File: src/rtl/counter_sequencer.sv
// counter_sequencer
//   Two requesters share a single interval counter. An idle block grants the
//   counter to one requester, using a round-robin pointer when both ask at
//   once. The owner's interval length is latched at grant time. The counter
//   runs from 0 up to that length, then a one-cycle done pulse goes to the
//   owner. If the owner drops its request while the counter is running, the
//   interval is aborted and no done pulse is produced.
//
// Ports
//   clk    - single clock; all state updates on its rising edge
//   reset  - asynchronous, active-high reset
//   req    - req[i] high: requester i wants a timed interval
//   len0   - interval length requested by requester 0 (WIDTH bits)
//   len1   - interval length requested by requester 1 (WIDTH bits)
//   gnt    - registered one-hot grant; high while the owner's counter runs
//   busy   - high in the RUN and DONE states
//   cnt    - shared interval counter value (WIDTH bits)
//   done   - done[i] is a one-cycle completion pulse for requester i
module counter_sequencer #(
    parameter int WIDTH = 4
) (
    input  logic             clk,
    input  logic             reset,
    input  logic [1:0]       req,
    input  logic [WIDTH-1:0] len0,
    input  logic [WIDTH-1:0] len1,
    output logic [1:0]       gnt,
    output logic             busy,
    output logic [WIDTH-1:0] cnt,
    output logic [1:0]       done
);

    localparam logic [1:0] IDLE = 2'd0;
    localparam logic [1:0] RUN  = 2'd1;
    localparam logic [1:0] DONE = 2'd2;

    logic [1:0]       state;
    logic             owner;  // index of the requester that holds the counter
    logic             ptr;    // round-robin pointer, used only on contention
    logic [WIDTH-1:0] len_q;  // length latched at grant time
    logic             pick;   // requester that would be granted from IDLE

    // Only a tie between the two requesters consults the pointer.
    always_comb begin
        pick = ptr;
        if (req == 2'b01) begin
            pick = 1'b0;
        end else if (req == 2'b10) begin
            pick = 1'b1;
        end
    end

    assign busy = (state == RUN) || (state == DONE);

    // NOTE: every register here is assigned with <= so that all of them
    // sample the same pre-edge values. Blocking assignments would let later
    // statements see values that were already updated in this edge.
    always_ff @(posedge clk or posedge reset) begin
        if (reset) begin
            state <= IDLE;
            gnt   <= 2'b00;
            done  <= 2'b00;
            cnt   <= '0;
            ptr   <= 1'b0;
            owner <= 1'b0;
            len_q <= '0;
        end else begin
            case (state)
                IDLE: begin
                    done <= 2'b00;
                    if (req != 2'b00) begin
                        state <= RUN;
                        owner <= pick;
                        gnt   <= pick ? 2'b10 : 2'b01;
                        cnt   <= '0;
                        len_q <= pick ? len1 : len0;
                    end else begin
                        gnt <= 2'b00;
                    end
                end
                RUN: begin
                    if (!req[owner]) begin
                        // Abort: the counter keeps its value and there is no done pulse.
                        state <= IDLE;
                        gnt   <= 2'b00;
                        ptr   <= ~owner;
                    end else if (cnt != len_q) begin
                        cnt <= cnt + 1'b1;
                    end else begin
                        // The counter holds at len_q here, so it never wraps.
                        state <= DONE;
                        gnt   <= 2'b00;
                        done  <= owner ? 2'b10 : 2'b01;
                    end
                end
                DONE: begin
                    state <= IDLE;
                    done  <= 2'b00;
                    ptr   <= ~owner;
                end
                default: begin
                    state <= IDLE;
                    gnt   <= 2'b00;
                    done  <= 2'b00;
                end
            endcase
        end
    end

endmodule

File: config.mk
export PLATFORM = sky130hd
export DESIGN_NAME = counter_sequencer
export DESIGN_NICKNAME = d
export VERILOG_FILES = /design/src/rtl/counter_sequencer.sv
export SDC_FILE = /design/constraint.sdc
export NUM_CORES = 1
export LEC_CHECK = 0
export ABC_CLOCK_PERIOD_IN_PS = 4800
export BUFFER_PORTS_ARGS = -buffer_cell sky130_fd_sc_hd__buf_2
export CORE_UTILIZATION = 35
export DETAILED_ROUTE_END_ITERATION = 8
export PLACE_DENSITY_LB_ADDON = 0.15
export SLEW_MARGIN = 20
export SYNTH_ARGS = -nofsm -noshare
export SYNTH_HDL_FRONTEND = slang
export SYNTH_SLANG_ARGS = --single-unit
File: constraint.sdc
create_clock -name clk -period 4.8 [get_ports clk]
set_input_delay 0.72 -clock clk [delete_from_list [all_inputs] [get_ports clk]]
set_output_delay 0.72 -clock clk [all_outputs]
set_load 0.02 [all_outputs]
==> impl_summary.md <==
Synthesis
The leading register cell type out of synthesis is dfrtp_1. After synthesis, the mean cell area works out to 9.43 um2. The sequential fraction of the synthesis area is 43.8%.

After synthesis, the netlist uses 32 different library cells. The fraction of registers with async set or reset after synthesis is 100%. Yosys mapped a number of flops with a built-in enable equal to 0. After synthesis the cells add up to 915 um2.

The synthesized design contains 16 register bits. The library cell occupying the most area in the post-synthesis netlist is dfrtp_1. Counting every net in the synthesized netlist gives 113. In the post-synthesis netlist, the biggest area contributors are dfrtp_1 (44%), nand2_1 (6.6%), a21oi_1 (6.0%), ha_1 (5.5%), mux2i_1 (5.5%).

The top-area cell type share of the netlist area is 43.8%. The yosys synthesis warning count is 0. In the synthesized netlist, the number of instances is 97.

Route
The number of nets still failing antenna checks after routing is 0. The overall routed net length is 1.90 mm. In the routed layout, each cell is associated on average with a via count of 5.19.

The remaining routing DRC violations is 0. The first detailed-routing pass took 4 iterations. The routed layout has 773 vias. After detailed routing, the average wire length per cell comes to 12.7 um. The violation count after the first detailed-routing iteration is 15.

Power and ir drop
The leakage power of the design is 0.000529 uW. For this design the ratio of total power to cell area is 659 nW/um2. The worst-case IR drop observed on VDD is 0.306 mV.

STA
The minimum clock period is 1950 ps. The final clock skew is 11.7 ps. The final hold violation count is 0. The final cycle utilization of the critical path is 40.6%.

For the pin with the worst max-slew slack, the measured transition is 629 ps. The relative slew slack is 58.0%. The maximum clock frequency is 0.513 GHz. The setup total negative slack is 0 ps. Setup violations remaining at the end of the flow were counted as 0. Setup repair after global routing left no endpoint under its margin. The final-report max-slew violation count came to 0.

Layout
Once layout is done, the placed cells without fillers occupy 1080 um2. The diode insertion count for antenna repair is 0. In the final layout, the multi-input gates occupy 479 um2. Summing all flip-flop and latch instances after layout gives 400 um2. The area added between synthesis and finish is 17.6%. The finished layout holds 149 standard cells, fillers aside. The share of cells above drive strength 1 is 24.4%. Counting the fill cells in the layout gives 257. In the final design database the tool counted 136 nets.

Worst setup path
In this run the worst path has a maximum fanout of 3. The number of buffers and inverters on the critical path is 2. The data required time at the worst endpoint is 4080 ps. The critical path goes through inv_1 -> ha_1 -> buf_2. For this run, the slowest stage of the critical path takes 370 ps. The largest individual stage delay along the critical path comes from the cell dfrtp_1. The category of the most critical setup path is flop to output port. The kind of cell with the highest combined delay along the critical path is flip-flops. Data arrives at the worst endpoint at 1230 ps. The worst setup path is captured at an output port. The element type at the critical path start is a flop.

Floorplan
The die boundary width is 53.1 um. The y dimension of the die is 53.1 um. The die footprint is 2820 um2. The top-level port count is 21. The area of the core is 2480 um2. The floorplan row count is 18. Once the floorplan was initialized, standard cells occupied 36.9% of the core.

Run
The tool flagged a number of max-cap violations equal to 0.

Placed design
Once placement finished, the instance area stood at 1040 um2. During placement, the flow inserted port buffers numbering 20. The routability congestion estimate from global placement is 0.758. The HPWL after detailed placement is 1.44 mm. Once placement completed, the tool counted placed cells totaling 145.

Clock tree
After clock tree synthesis, the clock-pin slew on the worst setup and hold paths is 110 ps. Counting the buffers created by CTS gives 3. The number of buffers added to fix hold violations after cts is 0. The number of buffers added for setup after CTS is 0.

For this design, the sink count on the clock tree is 16. The tree is rooted in a clkbuf_4. CTS built an H-tree with a depth of 1. TritonCTS built the clock tree.

The clock latency at the later pin of the worst-skew pair is 290 ps. The number of buffers on the longest clock path is 2. Once the clock tree was built, the resizer swapped 0 gates to a different size.

Global route
Summed over all layers, the global routing overflow is 0. The global-route total usage across every layer is 15.9%. Entering global routing, the biggest net connects 17 pins. The first-pass GRT wire length is 3.17 mm.

The initial antenna violation count is 0. The via count of the first global-routing pass came to 694.

Min path
In this run the worst hold path is classified as input pin to asynchronous set/reset pin.

Status
The flow ran to the end, and the final reports show no timing, DRC or antenna violations.
==> cell type report <==
type / count / share of cell area (%)
multi-input cells: 73 / 44.5
flip-flops and latches: 16 / 37.2
repair buffers: 20 / 9.30
well taps: 30 / 3.49
clock buffers: 4 / 3.37
inverters: 6 / 2.09
==> registers in the layout, summed over array words and instances (netlist names) <==
signal / cells
state: 2
cnt: 4
owner: 1
ptr: 1
gnt: 2
len_q: 4
done: 2
==> cells in the mapped netlist (2+ instances only) <==
| cell | instances |
|---|---|
| xnor2_1 | 4 |
| mux2_2 | 2 |
| nor2_1 | 2 |
| ha_1 | 4 |
| o21ai_0 | 5 |
| inv_1 | 6 |
| nand2_1 | 16 |
| a21oi_1 | 11 |
| mux2i_1 | 5 |
| dfrtp_1 | 16 |
| nand3_1 | 4 |
| a31oi_1 | 2 |
==> cell usage in the layout (no fill, tap or decap), types with 2 or more instances in the layout <==
| cell type | instances |
|---|---|
| buf_2 | 20 |
| nand2_1 | 16 |
| dfrtp_1 | 16 |
| a21oi_1 | 11 |
| inv_1 | 6 |
| o21ai_0 | 5 |
| mux2i_1 | 5 |
| xnor2_1 | 4 |
| nand3_1 | 4 |
| ha_1 | 4 |
| clkbuf_4 | 3 |
| a31oi_1 | 2 |
| nor2_1 | 2 |
| mux2_2 | 2 |
==> per-stage QoR <==
step,util [%],setup slack [ps],total power (uW),hold WS (ps)
final,43.4,2850,709,482
after global routing,43.4,2760,773,539
after CTS,43.4,2840,715,507
after detailed placement,42.0,2810,623,493
after global placement,42.0,2830,617,485
after floorplan,-,3120,532,470
==> cells by family (layout without fill, tap and decap cells) <==
| group | Yosys count | count (layout) | share of synthesized area, % |
|---|---|---|---|
| AOI/OAI and AO/OA | 25 | 25 | 16.0 |
| xor gates and xnor gates | 4 | 4 | 3.83 |
| and+or+nand+nor | 32 | 32 | 17.9 |
| muxes | 7 | 7 | 7.93 |
| DFF | 16 | 16 | 43.8 |
| adders and majority gates | 5 | 5 | 6.70 |
| buffers and inverters | 8 | 30 | 3.83 |
==> worst paths after layout <==
path | start | to | slack [ps] | cells after the start
worst max-delay path | state[0] | busy | 2850 | 3
worst min-delay path | reset | state[1] | 480 | 2
worst max register to register | state[1] | cnt[3] | 2900 | 5
worst min register to register | gnt[0] | gnt[0] | 510 | 1
max in group asynchronous | reset | len_q[1] | 3900 | 2
min in group clk | gnt[0] | gnt[0] | 510 | 1
==> routing by layer <==
layer	up-vias	wire, um	track usage (%)
met5	-	0	0
met4	0	19	5.26
met3	2	100	5.17
met2	24	809	22.4
met1	357	968	22.6
li1	390	-	-
==> report_power, final <==
part,internal [uW],switching [uW],leakage [uW],total (uW)
clock network,46.2,47.2,0.0000210,93.4
registers,192,51.6,0.000204,244
logic,151,221,0.000305,372
Power figures use the tool's default switching activity.
